--- src/rtl/noc_output_scheduler.sv ---
// Output-port scheduler for a 5-port mesh router.
// Round-robin arbitration over header flits, the winner holds the link for
// the whole packet, flits move only when a downstream credit is available,
// and a stall watchdog releases a holder that stops sending mid-packet.
module noc_output_scheduler #(
    parameter int unsigned CREDITS = 4,
    parameter int unsigned TIMEOUT = 16
) (
    input  logic        clk,
    input  logic        rst,
    input  logic [4:0]  req,
    input  logic [14:0] flit_ids,
    input  logic        credit_in,
    output logic [4:0]  grant,
    output logic        xfer,
    output logic [3:0]  credit_cnt,
    output logic        timeout
);

    typedef enum logic {
        IDLE  = 1'b0,
        GRANT = 1'b1
    } state_t;

    state_t      state;
    logic [2:0]  owner;
    logic [2:0]  ptr;
    logic [7:0]  stall_cnt;

    logic [4:0]  hdr;
    logic        win_found;
    logic [2:0]  win_idx;
    logic        owner_req;
    logic [2:0]  owner_fid;
    logic [2:0]  next_ptr;

    // Ports currently presenting a header flit
    assign hdr = {req[4] & flit_ids[12],
                  req[3] & flit_ids[9],
                  req[2] & flit_ids[6],
                  req[1] & flit_ids[3],
                  req[0] & flit_ids[0]};

    // Round-robin pick: first header at or after the pointer, wrapping 4 -> 0
    always_comb begin
        logic [3:0] sum;
        logic [2:0] idx;
        win_found = 1'b0;
        win_idx   = 3'd0;
        sum       = 4'd0;
        idx       = 3'd0;
        for (int k = 0; k < 5; k++) begin
            sum = 4'(ptr) + 4'(k);
            if (sum >= 4'd5) begin
                sum = sum - 4'd5;
            end
            idx = sum[2:0];
            if (!win_found && hdr[idx]) begin
                win_found = 1'b1;
                win_idx   = idx;
            end
        end
    end

    // Request and flit id of the current link owner
    always_comb begin
        owner_req = 1'b0;
        owner_fid = 3'b000;
        case (owner)
            3'd0: begin owner_req = req[0]; owner_fid = flit_ids[2:0];   end
            3'd1: begin owner_req = req[1]; owner_fid = flit_ids[5:3];   end
            3'd2: begin owner_req = req[2]; owner_fid = flit_ids[8:6];   end
            3'd3: begin owner_req = req[3]; owner_fid = flit_ids[11:9];  end
            3'd4: begin owner_req = req[4]; owner_fid = flit_ids[14:12]; end
            default: begin owner_req = 1'b0; owner_fid = 3'b000; end
        endcase
    end

    assign xfer     = (state == GRANT) && owner_req && (credit_cnt != 4'd0);
    assign next_ptr = (owner == 3'd4) ? 3'd0 : owner + 3'd1;

    // Scheduler FSM, stall watchdog and credit counter
    always_ff @(posedge clk) begin
        if (rst) begin
            state      <= IDLE;
            grant      <= 5'd0;
            owner      <= 3'd0;
            ptr        <= 3'd0;
            credit_cnt <= 4'(CREDITS);
            stall_cnt  <= 8'd0;
            timeout    <= 1'b0;
        end else begin
            timeout <= 1'b0;
            case (state)
                IDLE: begin
                    if (win_found) begin
                        state     <= GRANT;
                        grant     <= 5'd1 << win_idx;
                        owner     <= win_idx;
                        stall_cnt <= 8'd0;
                    end
                end
                GRANT: begin
                    if (xfer) begin
                        stall_cnt <= 8'd0;
                        if (owner_fid[2]) begin
                            state <= IDLE;
                            grant <= 5'd0;
                            ptr   <= next_ptr;
                        end
                    end else if (stall_cnt == 8'(TIMEOUT - 1)) begin
                        state   <= IDLE;
                        grant   <= 5'd0;
                        ptr     <= next_ptr;
                        timeout <= 1'b1;
                    end else begin
                        stall_cnt <= stall_cnt + 8'd1;
                    end
                end
                default: begin
                    state <= IDLE;
                    grant <= 5'd0;
                end
            endcase

            if (xfer && !credit_in) begin
                credit_cnt <= credit_cnt - 4'd1;
            end else if (!xfer && credit_in && (credit_cnt != 4'(CREDITS))) begin
                credit_cnt <= credit_cnt + 4'd1;
            end
        end
    end

endmodule

--- config.mk ---
export PLATFORM = sky130hd
export DESIGN_NAME = noc_output_scheduler
export DESIGN_NICKNAME = d
export VERILOG_FILES = /design/src/rtl/noc_output_scheduler.sv
export SDC_FILE = /design/constraint.sdc
export NUM_CORES = 1
export LEC_CHECK = 0
export CAP_MARGIN = 30
export CELL_PAD_IN_SITES_DETAIL_PLACEMENT = 1
export CELL_PAD_IN_SITES_GLOBAL_PLACEMENT = 1
export CORE_MARGIN = 2
export CORE_UTILIZATION = 40
export DETAILED_ROUTE_END_ITERATION = 10
export PLACE_DENSITY_LB_ADDON = 0.1
export SLEW_MARGIN = 25
export SYNTH_ARGS = -nofsm -noshare
export SYNTH_HDL_FRONTEND = slang
export SYNTH_SLANG_ARGS = --single-unit
--- constraint.sdc ---
create_clock -name clk -period 10.8 [get_ports clk]
set_input_delay 3.24 -clock clk [delete_from_list [all_inputs] [get_ports clk]]
set_output_delay 3.24 -clock clk [all_outputs]
set_load 0.01 [all_outputs]
Yosys cells after proc, flatten, opt, wreduce, memory -nomap -nowiden
Index checks and enable logic that the tools add are counted.
{"block": "totals", "ff_bits": 25, "input_bits": 23}
{"block": "op_classes", "mux": 48, "n_lt_le_gt_ge": 10, "n_eq_ne": 11, "n_bitwise": 6, "n_reduce_logical": 24, "add_sub_neg": 13, "shifts": 1}
{"op": "$mux W3", "n": 14}
{"op": "$mux W8", "n": 3}
{"op": "$lt A3 B4 Y1 const B", "n": 5}
{"op": "$mux W5", "n": 4}
{"op": "$ge A4 B3 Y1 const B", "n": 4}
{"op": "$pmux W8 S2", "n": 1}
{"op": "$bmux W1 S3", "n": 5}
{"op": "$mux W1", "n": 15}
{"op": "$pmux W3 S5", "n": 1}
{"op": "$sub A3 B3 Y3 const B", "n": 5}
{"op": "$pmux W5 S2", "n": 1}
{"op": "$logic_and A1 B1 Y1", "n": 9}
{"op": "$add A3 B2 Y4 const B", "n": 2}
{"op": "$add A8 B1 Y8 const B", "n": 1}
{"op": "$eq A8 B4 Y1 const B", "n": 1}
{"op": "$mux W4", "n": 2}
{"op": "$eq A3 B2 Y1 const B", "n": 2}
{"op": "$logic_not A1 Y1", "n": 6}
{"op": "$ne A3 B2 Y1 const B", "n": 2}
{"op": "$reduce_and A3 Y1", "n": 2}
{"op": "$and A1 B1 Y1", "n": 5}
{"op": "$pmux W1 S5", "n": 1}
{"op": "$shl A1 B3 Y5 const A", "n": 1}
{"op": "$add A3 B1 Y4 const B", "n": 1}
{"op": "other kinds (18)", "n": 20}

Longest topological paths before layout
Gate-level depths: netlist (run 1).
{"block": "depth", "ltp_word": 20, "depth_mapped": 13}

Least setup slack after synthesis (run 1)
Ideal clock, no wire load.
{"block": "synth_path", "path_type": "input to output", "startpoint": "input port req[2]", "endpoint": "output port xfer", "slack_ns": 3.685, "stages": 4, "arrival_time_ns": 3.875, "cell_sequence": "a222oi_1 o21ai_0 nand3_1 inv_1"}
{"block": "synth_via", "elab_chain_len": 3}
{"item": "from (decl)", "line": "11", "source": "input logic [4:0] req,"}
{"item": "$pmux W1 S5", "line": "69", "source": "case (owner)"}
{"item": "$logic_and A1 B1 Y1 (2 in a row)", "line": "79", "source": "assign xfer = (state == GRANT) && owner_req && (credit_cnt != 4'd0);"}
{"item": "to (decl)", "line": "15", "source": "output logic xfer,"}
Every way passes these cells.

Worst setup path in the final report (run 1)
Same ends and word-level chain as after synthesis.

==> results_dict.tcl, run 1 <==
set metrics [dict create \
    ys_ff_latch 25 \
    yosysUniqueCellTypes 69 \
    die_y_um 82.0 \
    syn_nets 350 \
    ios 34 \
    drive_gt1_frac 0.0753 \
    finClkSkew_ps 5.79 \
    p_int_uw 322 \
    path_cells "clkdlybuf4s50_1, a222oi_1, o21ai_0, nand3_1, inv_1, clkdlybuf4s50_1" \
    worstMarginPinSlew_ps 894 \
    dp_hpwl_mm 5.80 \
    period_needed_ps 8290 \
    p_sw_frac 0.484 \
    place_congestion 0.831 \
    whs_path_depth 1 \
    rsz0062_at_grt "false" \
    pwr-share-seq 0.223 \
    grt_max_degree 26 \
    die_area_um2 6720 \
    syn_avg_cell_area_um2 7.87 \
    syn_inst 309 \
    ant_nets 0 \
    synth_flop_cell "dfxtp_1" \
    placed_cell_area_um2 2750 \
    drt_wl_total_mm 7.27 \
    path_depth 6 \
    drt_iter0_markers 106 \
    power_switching_uw 302 \
    num-nets-final 374 \
    mostFrequentLayoutCell "nor2_1" \
    grt_pass1_vias 2514 \
    async_reset_ff_frac 0 \
    cts_made_buffers 3 \
    synth_area_um2 2430 \
    hold_viol_final 0 \
    p_clk_frac 0.094 \
    grt_use_total 0.228 \
    fp-row-count 28 \
    synth-edff-count 0 \
    finalMaxSlewViolations 0 \
    critPathTopFamily "buffers and inverters" \
    path_buf_inv 3 \
    p_comb_frac 0.684 \
    start_kind "primary input" \
    critical-path-max-stage-delay_ps 490 \
    crit_fanout 6 \
    postCtsSetupRepairBufs 0 \
    cp_slowest_cell "clkdlybuf4s50_1" \
    start_util 0.413 \
    synth_seq_area_share 0.206 \
    avgRoutedWirePerCell_um 17.9 \
    antenna_found_initial 0 \
    mostFrequentLayoutCells "30 x nor2_1, 29 x a21oi_1, 28 x clkdlybuf4s50_1, 25 x dfxtp_1, 22 x nand2_1" \
    finalSetupViolations 0 \
    hold_buffers 0 \
    grt_pass1_wl_mm 11.9 \
    area_delta_synth_final_pct 15.1 \
    worstSetupPathType "in2out" \
    finalSetupTns_ps 0 \
    h-tree-depth 1 \
    cts_resized 0 \
    numPortBuffers 28 \
    cts.clk_slew.worst_paths_ps 100 \
    max_slew_margin 0.402 \
    core_area_um2 5890 \
    die-width_um 82.0 \
    overflow 0 \
    drc 0 \
    ir_drop_v 0.000133 \
    p_per_area_nw_per_um2 223 \
    cp.required_ps 7560 \
    r2r_cells 13 \
    fmax_ghz 0.121 \
    vias 2471 \
    cts-root-buf "clkbuf_8" \
    hp-class "reg2reg" \
    fillers 740 \
    endpoint_kind "primary output" \
    cts_buffer_depth 2 \
    status "finished clean" \
    fin_crit_sh 0.767 \
    cp.arrival_ps 5050 \
    clock_sinks 25 \
    clkLatencyLatePin_ps 270 \
    via_per_inst 6.07 \
    firstDrtPassIters 4 \
    cts_tree "built" \
    n_antenna_cell 0 \
    leakage_nw 1.06 \
    crit_top_cell "clkdlybuf4s50_1" \
    maxCapViolations 0 \
    ys_warn_count 0 \
    finish.instance_area_um2 2800 \
]
-- through the flow --
stage	worst slack, ps	util	hold WS [ps]	total power, mW	std cells
after floorplan	3690	-	453	0.456	309
after global placement	2530	0.467	452	0.553	403
after detailed placement	2510	0.467	456	0.567	403
after CTS	2500	0.476	480	0.628	407
after global routing	2340	0.476	507	0.681	407
final	2510	0.476	477	0.624	407
-- Yosys cell counts (all sizes together) (7+ instances only) --
master,n,share of area
nand2,22,0.034
nor2b,7,0.018
inv,15,0.023
a21oi,30,0.063
nand2b,8,0.021
nand3,9,0.019
a211oi,11,0.036
or3,7,0.018
o21ai,15,0.031
nor3,7,0.016
dfxtp,25,0.21
nor2,30,0.046
ha,16,0.082
-- worst paths after layout --
check             startpoint        to  slack, ps
hold / removal      grant[2]  grant[2]        480
hold reg to reg     grant[2]  grant[2]        480
setup / recovery      req[2]      xfer       2510
setup reg to reg      ptr[0]  grant[1]       6360
-- final cells by class --
type / instances / area (um2) / share of cell area
Clock buffer: 3 / 41.3 / 0.0147
Tap cell: 75 / 93.8 / 0.0335
Timing Repair Buffer: 30 / 295 / 0.105
Inverter: 16 / 60.1 / 0.0214
Sequential cell: 25 / 500 / 0.179
Clock inverter: 1 / 7.51 / 0.00268
Multi-Input combinational cell: 257 / 1800 / 0.643
-- routing by layer --
layer	track usage	up-vias	part of all wire
li1	-	1208	-
met1	0.271	1217	0.45
met2	0.437	38	0.52
met3	0.0198	8	0.022
met4	0.0517	0	0.0094
met5	0	-	0
-- sequential cells by signal (all words and copies together) (netlist names) --
register	count
ptr	3
owner	3
state	1
stall_cnt	8
credit_cnt	4
timeout	1
grant	5
-- cells by family after synthesis --
kind of cell,count (synthesis),synth area share
buf+inv,27,0.0535
fa+ha+maj,18,0.0988
flops,25,0.206
simple gates,114,0.245
mux,11,0.0499
xor+xnor,8,0.0288
compound gates,106,0.318
-- power groups by stage --
stage	logic [mW]	clock network, mW	registers, mW
final	0.427	0.0586	0.139
after global routing	0.474	0.0647	0.142
after CTS	0.429	0.0603	0.139
after detailed placement	0.426	0	0.141
after global placement	0.413	0	0.140
after floorplan	0.317	0	0.139
(Power assumes the default switching activity.)
==> inputs of run 2 (changes only) <==
- clock period: 10.8 -> 8 ns (I/O delays scaled with it)
==> run 2 against run 1 <==
  * Flip-flop and latch count did not move
  * Sequential power rose by 35%
  * Sequential share of layout area did not move
  * Die area did not move
  * Non-clock buffer count did not move
  * Design area did not move
  * Cell count did not move
==> results_dict.tcl, run 2 (synthesized netlist as in run 1, its figures left out) <==
set metrics [dict create \
    worstMarginPinSlew_ps 887 \
    path_depth 6 \
    finClkSkew_ps 4.05 \
    via_per_inst 5.99 \
    p_comb_frac 0.682 \
    cts.clk_slew.worst_paths_ps 90 \
    cts_made_buffers 3 \
    ant_nets 0 \
    finalSetupTns_ps 0 \
    period_needed_ps 6580 \
    finish.instance_area_um2 2800 \
    path_buf_inv 3 \
    overflow 0 \
    p_clk_frac 0.096 \
    cp_slowest_cell "clkdlybuf4s50_1" \
    numPortBuffers 28 \
    hold_viol_final 0 \
    cts_buffer_depth 2 \
    fp-row-count 28 \
    mostFrequentLayoutCell "nor2_1" \
    critical-path-max-stage-delay_ps 480 \
    fmax_ghz 0.152 \
    rrSetupSlack_ps 3550 \
    fin_crit_sh 0.823 \
    place_congestion 0.836 \
    path_cells "clkdlybuf4s50_1, a222oi_1, o21ai_0, nand3_1, inv_1, clkdlybuf4s50_1" \
    use_met3 0.0275 \
    finalMaxSlewViolations 0 \
    endpoint "xfer" \
    grt_use_met2 0.424 \
    drc 0 \
    grt_pass1_wl_mm 11.7 \
    p_sw_frac 0.482 \
    grt_use_total 0.226 \
    status "finished clean" \
    die-width_um 82.0 \
    antenna_found_initial 0 \
    finalSetupViolations 0 \
    ios 34 \
    drt_wl_total_mm 7.07 \
    r2r_cells 13 \
    area_delta_synth_final_pct 15.1 \
    crit_fanout 6 \
    crit_top_cell "clkdlybuf4s50_1" \
    grt_util_met1 0.262 \
    dp_hpwl_mm 5.63 \
    p_int_uw 435 \
    postCtsSetupRepairBufs 0 \
    maxCapViolations 0 \
    avgRoutedWirePerCell_um 17.4 \
    cts-root-buf "clkbuf_8" \
    hp-class "reg2reg" \
    grt_max_degree 26 \
    largest_reg_flops 8 \
    crit_path_start "req[2]" \
    power_switching_uw 405 \
    pwr-share-seq 0.222 \
    drt_iter0_markers 96 \
    firstDrtPassIters 4 \
    cp.required_ps 5600 \
    grt_pass1_vias 2490 \
    num-nets-final 374 \
    die_area_um2 6720 \
    start_kind "primary input" \
    busiest_layer "met2" \
    multi_input_area_um2 1800 \
    leakage_nw 1.06 \
    cts_tree "built" \
    cts_resized 0 \
    n_antenna_cell 0 \
    fillers 726 \
    mostFrequentLayoutCells "30 x nor2_1, 29 x a21oi_1, 28 x clkdlybuf4s50_1, 25 x dfxtp_1, 22 x nand2_1" \
    cp.arrival_ps 4180 \
    r2r-end "grant[1]" \
    rsz0062_at_grt "false" \
    clkLatencyLatePin_ps 280 \
    seq_area_um2 500 \
    max_slew_margin 0.407 \
    h-tree-depth 1 \
    core_area_um2 5890 \
    p_per_area_nw_per_um2 300 \
    placed_cell_area_um2 2750 \
    hold_buffers 0 \
    largest_register "stall_cnt" \
    start_util 0.413 \
    ir_drop_v 0.000171 \
    endpoint_kind "primary output" \
    worstReg2RegStart "ptr[0]" \
    drive_gt1_frac 0.0753 \
    clock_sinks 25 \
    vias 2436 \
    dpl.cell_count 403 \
    finalNonFillerCells 407 \
    top_regs "stall_cnt: 8 flops, grant: 5 flops, credit_cnt: 4 flops" \
    critPathTopFamily "buffers and inverters" \
    worstSetupPathType "in2out" \
    whs_path_depth 1 \
    die_y_um 82.0 \
]
[run 2: power groups by stage]
stage	clock network [mW]	logic (mW)	registers (mW)
after floorplan	0	0.428	0.188
after CTS	0.0857	0.577	0.188
after global routing	0.0896	0.638	0.192
final	0.0803	0.573	0.187
after global placement	0	0.557	0.189
after detailed placement	0	0.572	0.190
[run 2: routing by layer]
layer / part of all wire / up-vias
li1: - / 1210
met1: 0.45 / 1186
met2: 0.51 / 31
met3: 0.019 / 9
met4: 0.016 / 0
met5: 0 / -
[run 2: worst min path at each step]
stage                 startpoint           end  slack (ps)
detailed placement      grant[3]      grant[3]         450
global route            grant[3]      grant[3]         500
global placement        grant[3]      grant[3]         450
floorplan           stall_cnt[7]  stall_cnt[7]         450
finish                  grant[3]      grant[3]         470
CTS                     grant[3]      grant[3]         480
[run 2: final cells by class]
| type | count | share of cell area |
|---|---|---|
| repair buffers | 30 | 0.105 |
| clock inverters | 1 | 0.00268 |
| flip-flops and latches | 25 | 0.179 |
| multi-input cells | 257 | 0.643 |
| well taps | 75 | 0.0335 |
| clock buffers | 3 | 0.0147 |
| inverters | 16 | 0.0214 |
[run 2: stage by stage]
stage | power (mW) | setup slack (ps) | hold WS (ps) | utilization
4_1_cts | 0.850 | 1380 | 475 | 0.476
3_5_place_dp | 0.763 | 1400 | 452 | 0.467
6_report | 0.840 | 1420 | 473 | 0.476
5_1_grt | 0.920 | 1260 | 502 | 0.476
3_3_place_gp | 0.746 | 1410 | 452 | 0.467
2_1_floorplan | 0.616 | 2570 | 453 | -
==> inputs of run 3 (changes only) <==
- clock period: 8 -> 6.1 ns (I/O delays scaled with it)
==> run 3 against run 2 <==
  * Utilization grew 0.13 points
  * Sequential power grew 32%
  * Non-clock buffer count rose by 1
  * Count of clock-buffer cells in the layout unchanged
  * Global-route usage is 0.33 points higher
  * Critical path type unchanged
==> results_dict.tcl, run 3 (synthesized netlist as in run 1, its figures left out) <==
set metrics [dict create \
    max_slew_margin 0.409 \
    p_comb_frac 0.686 \
    fmax_ghz 0.183 \
    antenna_found_initial 0 \
    area_delta_synth_final_pct 15.4 \
    start_util 0.413 \
    top_regs "stall_cnt: 8 flops, grant: 5 flops, credit_cnt: 4 flops" \
    grt_max_degree 26 \
    ant_nets 0 \
    finalSetupTns_ps 0 \
    p_sw_frac 0.485 \
    vias 2430 \
    worstMarginPinSlew_ps 883 \
    whs_path_depth 1 \
    post-route-util 0.477 \
    via_per_inst 5.96 \
    dp_hpwl_mm 5.71 \
    maxCapViolations 0 \
    h-tree-depth 1 \
    mostFrequentLayoutCells "30 x nor2_1, 29 x a21oi_1, 28 x clkdlybuf4s50_1, 25 x dfxtp_1, 22 x nand2_1" \
    r2r-end "grant[1]" \
    grt_pass1_vias 2544 \
    largest_reg_flops 8 \
    worstReg2RegStart "ptr[1]" \
    num-nets-final 375 \
    cp.arrival_ps 3650 \
    rrSetupSlack_ps 1810 \
    power_switching_uw 540 \
    fin_crit_sh 0.898 \
    hp-class "reg2reg" \
    period_needed_ps 5480 \
    die_y_um 82.0 \
    cts-root-buf "clkbuf_8" \
    drc 0 \
    die-width_um 82.0 \
    n_antenna_cell 0 \
    drt_wl_total_mm 7.27 \
    grt_use_total 0.229 \
    p_clk_frac 0.093 \
    cts_made_buffers 3 \
    p_int_uw 573 \
    drive_gt1_frac 0.0781 \
    drt_iter0_markers 130 \
    die_area_um2 6720 \
    hold_buffers 0 \
    mostFrequentLayoutCell "nor2_1" \
    place_congestion 0.844 \
    firstDrtPassIters 4 \
    crit_path_start "req[2]" \
    avgRoutedWirePerCell_um 17.8 \
    largest_register "stall_cnt" \
    clock_sinks 25 \
    status "finished clean" \
    p_per_area_nw_per_um2 396 \
    endpoint "xfer" \
    cts_resized 0 \
    finalSetupViolations 0 \
    postCtsSetupRepairBufs 0 \
    grt_pass1_wl_mm 12.1 \
    overflow 0 \
    ios 34 \
    numPortBuffers 28 \
    start_kind "primary input" \
    cts.clk_slew.worst_paths_ps 90 \
    finClkSkew_ps 2.87 \
    finalMaxSlewViolations 0 \
    cts_tree "built" \
    r2r_cells 10 \
    core_area_um2 5890 \
    leakage_nw 1.07 \
    rsz0062_at_grt "false" \
    hold_viol_final 0 \
    cts_buffer_depth 2 \
    ir_drop_v 0.000194 \
    clkLatencyLatePin_ps 270 \
    endpoint_kind "primary output" \
    pwr-share-seq 0.221 \
    fp-row-count 28 \
    finalPower_mw 1.11 \
    cp.required_ps 4270 \
    crit_fanout 6 \
    worstSetupPathType "in2out" \
]
[run 3: cell types whose count changed in the layout (fill, tap and decap cells not counted), sizes merged]
| cell | change |
|---|---|
| buf | +1 |
[run 3: layer usage]
layer,part of all wire,vias up,track usage
met2,0.51,31,0.426
li1,-,1208,-
met4,0.011,0,0.0550
met5,0,-,0
met1,0.46,1182,0.277
met3,0.022,9,0.0297
[run 3: stage by stage]
| stage | cells | area, um2 | hold WS (ps) | setup slack [ps] |
|---|---|---|---|---|
| final | 408 | 2810 | 477 | 623 |
| after global routing | 408 | 2810 | 499 | 517 |
| after CTS | 408 | 2810 | 477 | 614 |
| after detailed placement | 404 | 2760 | 451 | 630 |
| after global placement | 404 | 2760 | 452 | 647 |
| after floorplan | 309 | 2430 | 453 | 1810 |
[run 3: critical path: stages]
cell	delay, ps
clkdlybuf4s50_1	500
a222oi_1	380
o21ai_0	130
nand3_1	220
inv_1	100
clkdlybuf4s50_1	490
[run 3: worst min-delay path by stage]
stage | start | to
2_1_floorplan | stall_cnt[7] | stall_cnt[7]
3_3_place_gp | grant[3] | grant[3]
3_5_place_dp | grant[2] | grant[2]
4_1_cts | grant[2] | grant[2]
5_1_grt | grant[3] | grant[3]
6_report | grant[2] | grant[2]
[run 3: cell type report]
cell class	count	area, um2
timing repair buffer	31	303
fill	749	3080
tap	75	93.8
sequential	25	500
multi-input combinational	257	1800
clock inverter	1	7.51
inverter	16	60.1
clock buffer	3	41.3
[run 3: power by group through the flow]
stage                     Clock [mW]  Combinational (mW)  Sequential, mW
after global routing           0.113               0.844           0.253
after global placement             0               0.736           0.248
final                          0.103               0.764           0.246
after CTS                      0.108               0.764           0.247
after floorplan                    0               0.561           0.247
after detailed placement           0               0.758           0.250
